## src/rtl/tft_spi_rx_if.sv

```systemverilog
// rtl/tft_spi_rx_if.sv - received-byte handshake between tft_spi_rx and its consumer
interface tft_spi_rx_if;
    logic [7:0] rx_data;
    logic       rx_rs;
    logic       rx_valid;
    logic       rx_ready;

    modport master (output rx_data, output rx_rs, output rx_valid, input rx_ready);
    modport slave  (input rx_data, input rx_rs, input rx_valid, output rx_ready);
endinterface

```

## src/rtl/tft_spi_rx.sv

```systemverilog
// rtl/tft_spi_rx.sv - 3-wire TFT panel serial write receiver (start byte + data bytes)
module tft_spi_rx #(
    parameter logic DEV_ID = 1'b0
) (
    input  logic         clk,
    input  logic         rst_n,
    input  logic         lcd_cs_i,
    input  logic         lcd_scl_i,
    input  logic         lcd_sda_i,
    tft_spi_rx_if.master rx,
    output logic         busy,
    output logic [7:0]   byte_cnt,
    output logic         frame_done,
    output logic         hdr_err,
    output logic         frame_err,
    output logic         overrun
);

    typedef enum logic [1:0] {IDLE, HDR, DATA, IGNORE} state_t;

    state_t     state_q, state_d;
    logic       cs_meta_q, cs_sync_q, cs_dly_q;
    logic       scl_meta_q, scl_sync_q, scl_dly_q;
    logic       sda_meta_q, sda_sync_q;
    logic [1:0] settle_q;
    logic [6:0] shift_q, shift_d;
    logic [2:0] bit_cnt_q, bit_cnt_d;
    logic [7:0] rx_data_q, rx_data_d;
    logic       rx_rs_q, rx_rs_d;
    logic       rx_valid_q, rx_valid_d;
    logic       frame_rs_q, frame_rs_d;
    logic [7:0] byte_cnt_q, byte_cnt_d;
    logic       frame_done_q, frame_done_d;
    logic       hdr_err_q, hdr_err_d;
    logic       frame_err_q, frame_err_d;
    logic       overrun_q, overrun_d;
    logic       hdr_bad;

    logic       cs_fall, cs_rise, scl_rise, sample, settled, hdr_ok;
    logic [7:0] byte_full;

    assign cs_fall   = cs_dly_q & ~cs_sync_q;
    assign cs_rise   = ~cs_dly_q & cs_sync_q;
    assign scl_rise  = scl_sync_q & ~scl_dly_q;
    // An SCL edge coinciding with CS release still belongs to the frame.
    assign sample    = scl_rise & (~cs_sync_q | ~cs_dly_q);
    assign settled   = (settle_q == 2'd3);
    assign byte_full = {shift_q, sda_sync_q};
    assign hdr_ok    = (byte_full[7:3] == 5'b01110) && (byte_full[2] == DEV_ID) && !byte_full[0];

    always_ff @(posedge clk or negedge rst_n) begin
        if (!rst_n) begin
            cs_meta_q    <= 1'b1;
            cs_sync_q    <= 1'b1;
            cs_dly_q     <= 1'b1;
            scl_meta_q   <= 1'b0;
            scl_sync_q   <= 1'b0;
            scl_dly_q    <= 1'b0;
            sda_meta_q   <= 1'b0;
            sda_sync_q   <= 1'b0;
            settle_q     <= 2'd0;
            state_q      <= IDLE;
            shift_q      <= 7'd0;
            bit_cnt_q    <= 3'd0;
            rx_data_q    <= 8'd0;
            rx_rs_q      <= 1'b0;
            rx_valid_q   <= 1'b0;
            frame_rs_q   <= 1'b0;
            byte_cnt_q   <= 8'd0;
            frame_done_q <= 1'b0;
            hdr_err_q    <= 1'b0;
            frame_err_q  <= 1'b0;
            overrun_q    <= 1'b0;
        end else begin
            cs_meta_q    <= lcd_cs_i;
            cs_sync_q    <= cs_meta_q;
            cs_dly_q     <= cs_sync_q;
            scl_meta_q   <= lcd_scl_i;
            scl_sync_q   <= scl_meta_q;
            scl_dly_q    <= scl_sync_q;
            sda_meta_q   <= lcd_sda_i;
            sda_sync_q   <= sda_meta_q;
            if (settle_q != 2'd3) settle_q <= settle_q + 2'd1;
            state_q      <= state_d;
            shift_q      <= shift_d;
            bit_cnt_q    <= bit_cnt_d;
            rx_data_q    <= rx_data_d;
            rx_rs_q      <= rx_rs_d;
            rx_valid_q   <= rx_valid_d;
            frame_rs_q   <= frame_rs_d;
            byte_cnt_q   <= byte_cnt_d;
            frame_done_q <= frame_done_d;
            hdr_err_q    <= hdr_err_d;
            frame_err_q  <= frame_err_d;
            overrun_q    <= overrun_d;
        end
    end

    always_comb begin
        state_d      = state_q;
        shift_d      = shift_q;
        bit_cnt_d    = bit_cnt_q;
        rx_data_d    = rx_data_q;
        rx_rs_d      = rx_rs_q;
        rx_valid_d   = rx_valid_q;
        frame_rs_d   = frame_rs_q;
        byte_cnt_d   = byte_cnt_q;
        frame_done_d = 1'b0;
        hdr_err_d    = 1'b0;
        frame_err_d  = 1'b0;
        overrun_d    = 1'b0;
        hdr_bad      = 1'b0;

        if (rx_valid_q && rx.rx_ready) rx_valid_d = 1'b0;

        case (state_q)
            IDLE: begin
                // CS already low when the synchronizers settle: we joined mid-frame.
                if (!cs_sync_q && !settled) begin
                    state_d = IGNORE;
                end else if (cs_fall) begin
                    state_d    = HDR;
                    bit_cnt_d  = 3'd0;
                    shift_d    = 7'd0;
                    byte_cnt_d = 8'd0;
                end
            end
            HDR: begin
                if (sample) begin
                    shift_d   = byte_full[6:0];
                    bit_cnt_d = bit_cnt_q + 3'd1;
                    if (bit_cnt_q == 3'd7) begin
                        if (hdr_ok) begin
                            state_d    = DATA;
                            frame_rs_d = byte_full[1];
                        end else begin
                            state_d   = IGNORE;
                            hdr_err_d = 1'b1;
                            hdr_bad   = 1'b1;
                        end
                    end
                end
                if (cs_rise) begin
                    state_d = IDLE;
                    if (!hdr_bad) begin
                        frame_done_d = 1'b1;
                        frame_err_d  = (bit_cnt_d != 3'd0);
                    end
                end
            end
            DATA: begin
                if (sample) begin
                    shift_d   = byte_full[6:0];
                    bit_cnt_d = bit_cnt_q + 3'd1;
                    if (bit_cnt_q == 3'd7) begin
                        if (byte_cnt_q != 8'hFF) byte_cnt_d = byte_cnt_q + 8'd1;
                        if (!rx_valid_q || rx.rx_ready) begin
                            rx_data_d  = byte_full;
                            rx_rs_d    = frame_rs_q;
                            rx_valid_d = 1'b1;
                        end else begin
                            overrun_d = 1'b1;
                        end
                    end
                end
                if (cs_rise) begin
                    state_d      = IDLE;
                    frame_done_d = 1'b1;
                    frame_err_d  = (bit_cnt_d != 3'd0);
                end
            end
            IGNORE: begin
                if (cs_rise) state_d = IDLE;
            end
            default: state_d = IDLE;
        endcase
    end

    assign rx.rx_data  = rx_data_q;
    assign rx.rx_rs    = rx_rs_q;
    assign rx.rx_valid = rx_valid_q;
    assign busy        = (state_q != IDLE);
    assign byte_cnt    = byte_cnt_q;
    assign frame_done  = frame_done_q;
    assign hdr_err     = hdr_err_q;
    assign frame_err   = frame_err_q;
    assign overrun     = overrun_q;

endmodule

```

## src/flat_wrapper.sv

```systemverilog
// flat-port wrapper written by rule: the top's interface ports become plain ports
module tft_spi_rx_flat 
#(
    parameter logic DEV_ID = 1'b0
)
  (clk, rst_n, lcd_cs_i, lcd_scl_i, lcd_sda_i, busy, byte_cnt, frame_done, hdr_err, frame_err, overrun, rx_rx_data, rx_rx_rs, rx_rx_valid, rx_rx_ready);
  tft_spi_rx_if rx_i ();
  input  logic clk;
  input  logic rst_n;
  input  logic lcd_cs_i;
  input  logic lcd_scl_i;
  input  logic lcd_sda_i;
  output logic busy;
  output logic [7:0] byte_cnt;
  output logic frame_done;
  output logic hdr_err;
  output logic frame_err;
  output logic overrun;
  output wire logic [$bits(rx_i.rx_data)-1:0] rx_rx_data;
  output wire logic [$bits(rx_i.rx_rs)-1:0] rx_rx_rs;
  output wire logic [$bits(rx_i.rx_valid)-1:0] rx_rx_valid;
  input wire logic [$bits(rx_i.rx_ready)-1:0] rx_rx_ready;
  assign rx_rx_data = rx_i.rx_data;
  assign rx_rx_rs = rx_i.rx_rs;
  assign rx_rx_valid = rx_i.rx_valid;
  assign rx_i.rx_ready = rx_rx_ready;
  tft_spi_rx #(.DEV_ID(DEV_ID)) u_core (.clk(clk), .rst_n(rst_n), .lcd_cs_i(lcd_cs_i), .lcd_scl_i(lcd_scl_i), .lcd_sda_i(lcd_sda_i), .rx(rx_i), .busy(busy), .byte_cnt(byte_cnt), .frame_done(frame_done), .hdr_err(hdr_err), .frame_err(frame_err), .overrun(overrun));
endmodule
```

## config.mk

```make
export PLATFORM = sky130hd
export DESIGN_NAME = tft_spi_rx_flat
export DESIGN_NICKNAME = d
export VERILOG_FILES = /design/src/rtl/tft_spi_rx_if.sv /design/src/rtl/tft_spi_rx.sv /design/src/flat_wrapper.sv
export SDC_FILE = /design/constraint.sdc
export NUM_CORES = 1
export LEC_CHECK = 0
export BUFFER_PORTS_ARGS = -buffer_cell sky130_fd_sc_hd__buf_2
export CAP_MARGIN = 30
export CORE_ASPECT_RATIO = 0.8
export CORE_MARGIN = 5
export CORE_UTILIZATION = 23
export DETAILED_ROUTE_END_ITERATION = 12
export HOLD_SLACK_MARGIN = 0.1
export MAX_ROUTING_LAYER = met4
export PLACE_DENSITY = 0.5
export RECOVER_POWER = 25
export SLEW_MARGIN = 40
export SYNTH_ARGS = -nofsm -noshare
export SYNTH_HDL_FRONTEND = slang
export SYNTH_SLANG_ARGS = --single-unit
```

## constraint.sdc

```tcl
create_clock -name clk -period 4 [get_ports clk]
set_input_delay 0.4 -clock clk [delete_from_list [all_inputs] [get_ports clk]]
set_output_delay 0.4 -clock clk [all_outputs]
set_load 0.05 [all_outputs]
```

### Word-level counts from Yosys, hierarchy flattened

Cells that the tools add are included.

* bitwise operators: 9
* magnitude comparators: 0
* shift operators: 0
* add/subtract/negate cells: 3
* eq/ne operators: 18
* div/mod/pow operators: 0
* reductions and logical operators: 24
* $mul: 0
* multiplexer cells: 46

Operators with widths (count)
* two-way mux 8 bit: 5
* two-way mux 1 bit: 21
* two-way mux 7 bit: 3
* case mux 8 bit (2 select lines): 1
* AND reduction 4 bit: 4
* two-way mux 3 bit: 5
* case mux 7 bit (2 select lines): 1
* two-way mux 2 bit: 6
* != test 2 x 1 -> 1 bit (second input constant): 6
* != test 3 x 1 -> 1 bit (second input constant): 3
* case mux 3 bit (3 select lines): 1
* nonzero test 3 bit: 3
* adder 8 x 1 -> 8 bit (second input constant): 1
* != test 8 bit (second input constant): 1
* == test 2 bit (second input constant): 3
* case mux 2 bit (3 select lines): 1
* AND reduction 6 bit: 1
* nonzero test 2 bit: 3
* == test 5 x 4 -> 1 bit (second input constant): 1
* bitwise AND 1 bit: 4
* logical AND 1 bit: 4
* zero test 1 bit: 4
* != test 2 bit (second input constant): 2
* inverter 1 bit: 4
* 10 further kinds: 12

* memory bits (writable): 0
* register bits after elaboration: 45
* bits of input ports: 6
* memories kept: 0
* latch bits: 0
* memory bits (read-only): 0

### Logic depth before layout (Yosys ltp)

* depth in word-level cells: 10
* depth in mapped cells: 8

### Worst setup path after synthesis

OpenSTA, ideal clock, no wires.

* path type: reg2reg
* start: register u_core.byte_cnt_q[0] (netlist: u_core.byte_cnt[0])
* end: register u_core.byte_cnt_q[1] (netlist: u_core.byte_cnt[1])
* setup time: 0.122 ns
* stages on the path, launching flop included: 6
* path slack: 2.102 ns
* period minus slack after synthesis: 1.898 ns
* arrival: 1.777 ns
* buffers on the path: 0
* required time: 3.878 ns
* path through: dfrtp_1 > ha_1 > nand2_1 > nor3_1 > nor3_1 > a32o_1

* word-level cells in the longest chain between the ends: 5
* elaborated cells on any way between the ends: 8
* classes of those cells: add/sub (1); eq/ne (2); mux (4); reduce/logical (1)

Ends and longest elaborated chain
* start: declaration: RTL line tft_spi_rx.sv:32 `logic [7:0] byte_cnt_q, byte_cnt_d;`
* start signal: assignment: RTL line tft_spi_rx.sv:91 `byte_cnt_q <= byte_cnt_d;`
* adder 8 x 1 -> 8 bit: RTL line tft_spi_rx.sv:156 `if (byte_cnt_q != 8'hFF) byte_cnt_d = byte_cnt_q + 8'd1;`
* two-way mux 8 bit: RTL line tft_spi_rx.sv:156
* two-way mux 8 bit: RTL line tft_spi_rx.sv:155 `if (bit_cnt_q == 3'd7) begin`
* two-way mux 8 bit: RTL line tft_spi_rx.sv:152 `if (sample) begin`
* case mux 8 bit (2 select lines): RTL line tft_spi_rx.sv:116 `case (state_q)`

Several ways; a longest one is shown, not always the timed one. The select of a mux whose other input is x is not followed.
A chain may end at the register's enable or synchronous reset.

==> out/results.tsv <==
stage	metric	value	unit
clock_tree	# clock sinks	45	
logic_synthesis	Avg Cell Area, Syn	11.82	µm²
sta	Sum Neg Setup Slack	0	ns
placed_design	DP Area	2355	µm²
logic_synthesis	syn nets	190	
grt	vias in the first global route	1358	
logic_synthesis	share of the synthesized area in the top cell type	50.51	%
detailed_routing	Via Count	1411	
detailed_routing	Routed Antenna Nets	0	
sta	Final Hold Violating Endpoints	0	
logic_synthesis	sequential share of the synthesized area	54.30	%
sta	f_max	449.8	MHz
detailed_routing	WL final	4175	µm
detailed_routing	# DRC	0	
critical_path	CP bufs+invs	1	
detailed_routing	1st-iter DRT viols	98	
power	Pint	902.4	µW
power	clock share of power	35.6	%
die	Cell Rows	31	
cells_and_area	post-route cell area	2522	µm²
placed_design	Port Buffers	28	
clock_tree	Root Buffer	clkbuf_16	
cells_and_area	layout cell share with drive strength beyond 1	30.14	%
clock_tree	CTS H-tree depth	2	
cells_and_area	ant diodes	0	
logic_synthesis	Cell Area, Synth	2081	µm²
clock_tree	Inserted Clock Buffers	5	
sta	Setup Skew	0.008349	ns
sta	post-route minimum period	2.223	ns
sta	Max Slew Vio Count	46	
critical_path	CP Launch Type	input pin	
worst_hold_path	hold path depth	1	
clock_tree	clk buf depth	2	
sta	RSZ-0062 raised after global routing	false	
cells_and_area	# nets final	222	
grt	largest net degree at the start of global routing	46	
power	net switching power	420.4	µW
placed_design	hpwl dp	2992	µm
sta	final setup violation count	0	
grt	gr usage total	8.348	%
flow_run	max-cap violation count	1	
logic_synthesis	Post-synth EDFFs	0	
sta	final critical-path share of the clock period	55.58	%
power	Peak VDD IR	0.2740	mV
critical_path	slowest stage cell, crit path	clkbuf_1	
critical_path	Worst Path Required	3.89	ns
outcome	violated checks	capacitance limit, slew limit	
critical_path	R2R depth	7	
critical_path	family with the most delay on the worst path	buffers and inverters	
placed_design	RePlAce Congestion	0.7717	
die	die extent in y	95.07	µm
detailed_routing	drt via density	4.355	
logic_synthesis	main area contributors after synthesis	dfrtp_1 51%, mux2_2 6.0%, ha_1 4.8%	
clock_tree	CTS tree	done	
detailed_routing	average routed wire per standard cell	12.89	µm
die	Die ar.	11060	µm²
power	Net Sw Frac	31.78	%
power	Seq pwr share	39.5	%
grt	first-pass GRT wire length	7010	µm
clock_tree	Post-CTS Repair Setup Buffers	0	
power	power per cell area	524.4	nW/µm²
critical_path	Stages on worst setup path	1	
grt	GRT overflow	0	
logic_synthesis	Synth cell types	47	
power	Combinational Power Share	24.9	%
power	LEAKAGE	1.182	nW
die	area of the core	8960	µm²
detailed_routing	Pre-antenna DRT Iters	4	
sta	Tightest Pin Transition	2.413	ns
sta	Rel. slew slack	-60.84	%
die	Initial Util	23.22	%
logic_synthesis	largest area contributor in the netlist	dfrtp_1	
die	# IOs	29	
worst_hold_path	min-delay worst type	in -> reg	
critical_path	endpoint class of the critical path	async pin	
critical_path	Worst EP arrival	2.11	ns
logic_synthesis	ys flop type	dfrtp_1	
cells_and_area	filler cell count	936	
grt	initial antenna violation count	0	
critical_path	critical path cell sequence	clkbuf_1	
clock_tree	Clock transition at path regs	0.07	ns
die	die width	116.3	µm
logic_synthesis	Synthesis Warnings	0	
logic_synthesis	number of cells produced by synthesis	176	
logic_synthesis	most common cell in the synthesized netlist	dfrtp_1	
logic_synthesis	synth cell count leaders	42 x dfrtp_1, 12 x nand2_1, 12 x nor2_1, 11 x mux2_2	
logic_synthesis	async set-reset flop share out of synthesis	100.0	%
clock_tree	worst-skew pair later-pin latency	0.29	ns
critical_path	max incr delay on CP	1.68	ns
critical_path	crit-path max FO	45	
clock_tree	Hold Buf Count CTS	0	
outcome	status	finished, violations left	
critical_path	Setup CP Type	in -> async	
clock_tree	post_cts resized	0	
logic_synthesis	Synth Register Bits	45	
cells_and_area	area delta synth->final	21.23	%
## cell usage in the layout (no fill, tap or decap), drive strengths merged, types with 2 or more instances in the layout
| master | netlist | layout |
|---|---|---|
| dfstp | 3 | 3 |
| and3 | 3 | 3 |
| o211ai | 2 | 2 |
| mux2i | 2 | 2 |
| ha | 8 | 8 |
| nor2b | 2 | 2 |
| nor4b | 2 | 2 |
| dfrtp | 42 | 42 |
| a22o | 8 | 8 |
| mux2 | 12 | 12 |
| o22ai | 3 | 3 |
| clkbuf | 2 | 6 |
| nand4 | 2 | 2 |
| nand3b | 3 | 3 |
| nand2 | 12 | 12 |
| buf | 1 | 27 |
| nand3 | 7 | 7 |
| nor4 | 3 | 3 |
| nand2b | 6 | 6 |
| nor2 | 13 | 13 |
| o21ai | 3 | 3 |
| a21oi | 6 | 6 |
| nor3 | 4 | 4 |
| inv | 8 | 8 |
| xnor2 | 5 | 5 |
## sequential cells by signal, summed over array words and instances, names as in the netlist
register            flops
u_core.bit_cnt_q        3
u_core.byte_cnt         8
u_core.cs_dly_q         1
u_core.cs_meta_q        1
u_core.cs_sync_q        1
u_core.frame_done       1
u_core.frame_err        1
u_core.frame_rs_q       1
u_core.hdr_err          1
u_core.overrun          1
u_core.rx.rx_data       8
u_core.rx.rx_rs         1
u_core.rx.rx_valid      1
u_core.scl_dly_q        1
u_core.scl_meta_q       1
u_core.scl_sync_q       1
u_core.sda_meta_q       1
u_core.sda_sync_q       1
u_core.settle_q         2
u_core.shift_q          7
u_core.state_q          2
## layer usage
metal  track usage (%)  routed length, µm  vias to the layer above  share of wire, %
met3             2.411                130                        5               3.1
li1                  -                  -                      702                 -
met2             11.48               1719                       19                41
met5                 -                  0                        -                 0
met1             11.79               2258                      685                54
met4             2.609                 67                        0               1.6
## power groups by stage
stage / Clock, mW / Combinational [mW] / Sequential (mW)
after global placement: 0 / 0.330 / 0.530
after CTS: 0.485 / 0.333 / 0.523
after detailed placement: 0 / 0.330 / 0.531
after floorplan: 0 / 0.244 / 0.535
final: 0.471 / 0.330 / 0.522
after global routing: 0.504 / 0.373 / 0.529
## final cells by class
cell class,count,area [µm²],area share [%]
Clock inverter,3,46.29,1.835
Inverter,8,30.03,1.190
Tap cell,115,143.9,5.704
Timing Repair Buffer,28,138.9,5.506
Clock buffer,5,125.1,4.960
Multi-Input combinational cell,120,908.4,36.01
Sequential cell,45,1130,44.79
## through the flow
stage               setup slack [ns]  hold slack [ns]  util [%]  std cells  power [mW]
finish                         1.777           0.2127     28.15        324       1.323
global route                   1.124           0.2020     28.15        324       1.405
CTS                            1.835           0.1419     28.19        324       1.341
global placement               1.897           0.3335     26.25        316      0.8595
floorplan                      2.102           0.1044         -        176      0.7799
detailed placement             1.865           0.3355     26.28        316      0.8616
## cell families after synthesis
logic type	Yosys count	share of synthesized area (%)
simple gates	63	17.80
flops	45	54.30
compound gates	30	11.31
mux	14	7.637
buf+inv	11	2.044
fa+ha+maj	8	4.811
xor+xnor	5	2.105
## final timing paths
kind                                        start            endpoint  slack (ns)
max in group clk                u_core.state_q[0]  u_core.byte_cnt[5]        1.85
min in group asynchronous                   rst_n  u_core.byte_cnt[6]        0.85
worst max register to register  u_core.state_q[0]  u_core.byte_cnt[5]        1.85
worst min register to register  u_core.sda_meta_q   u_core.sda_sync_q        0.35
worst min-delay path                    lcd_sda_i   u_core.sda_meta_q        0.21
worst max-delay path                        rst_n  u_core.settle_q[0]        1.78
Power figures use the tool's default switching activity.
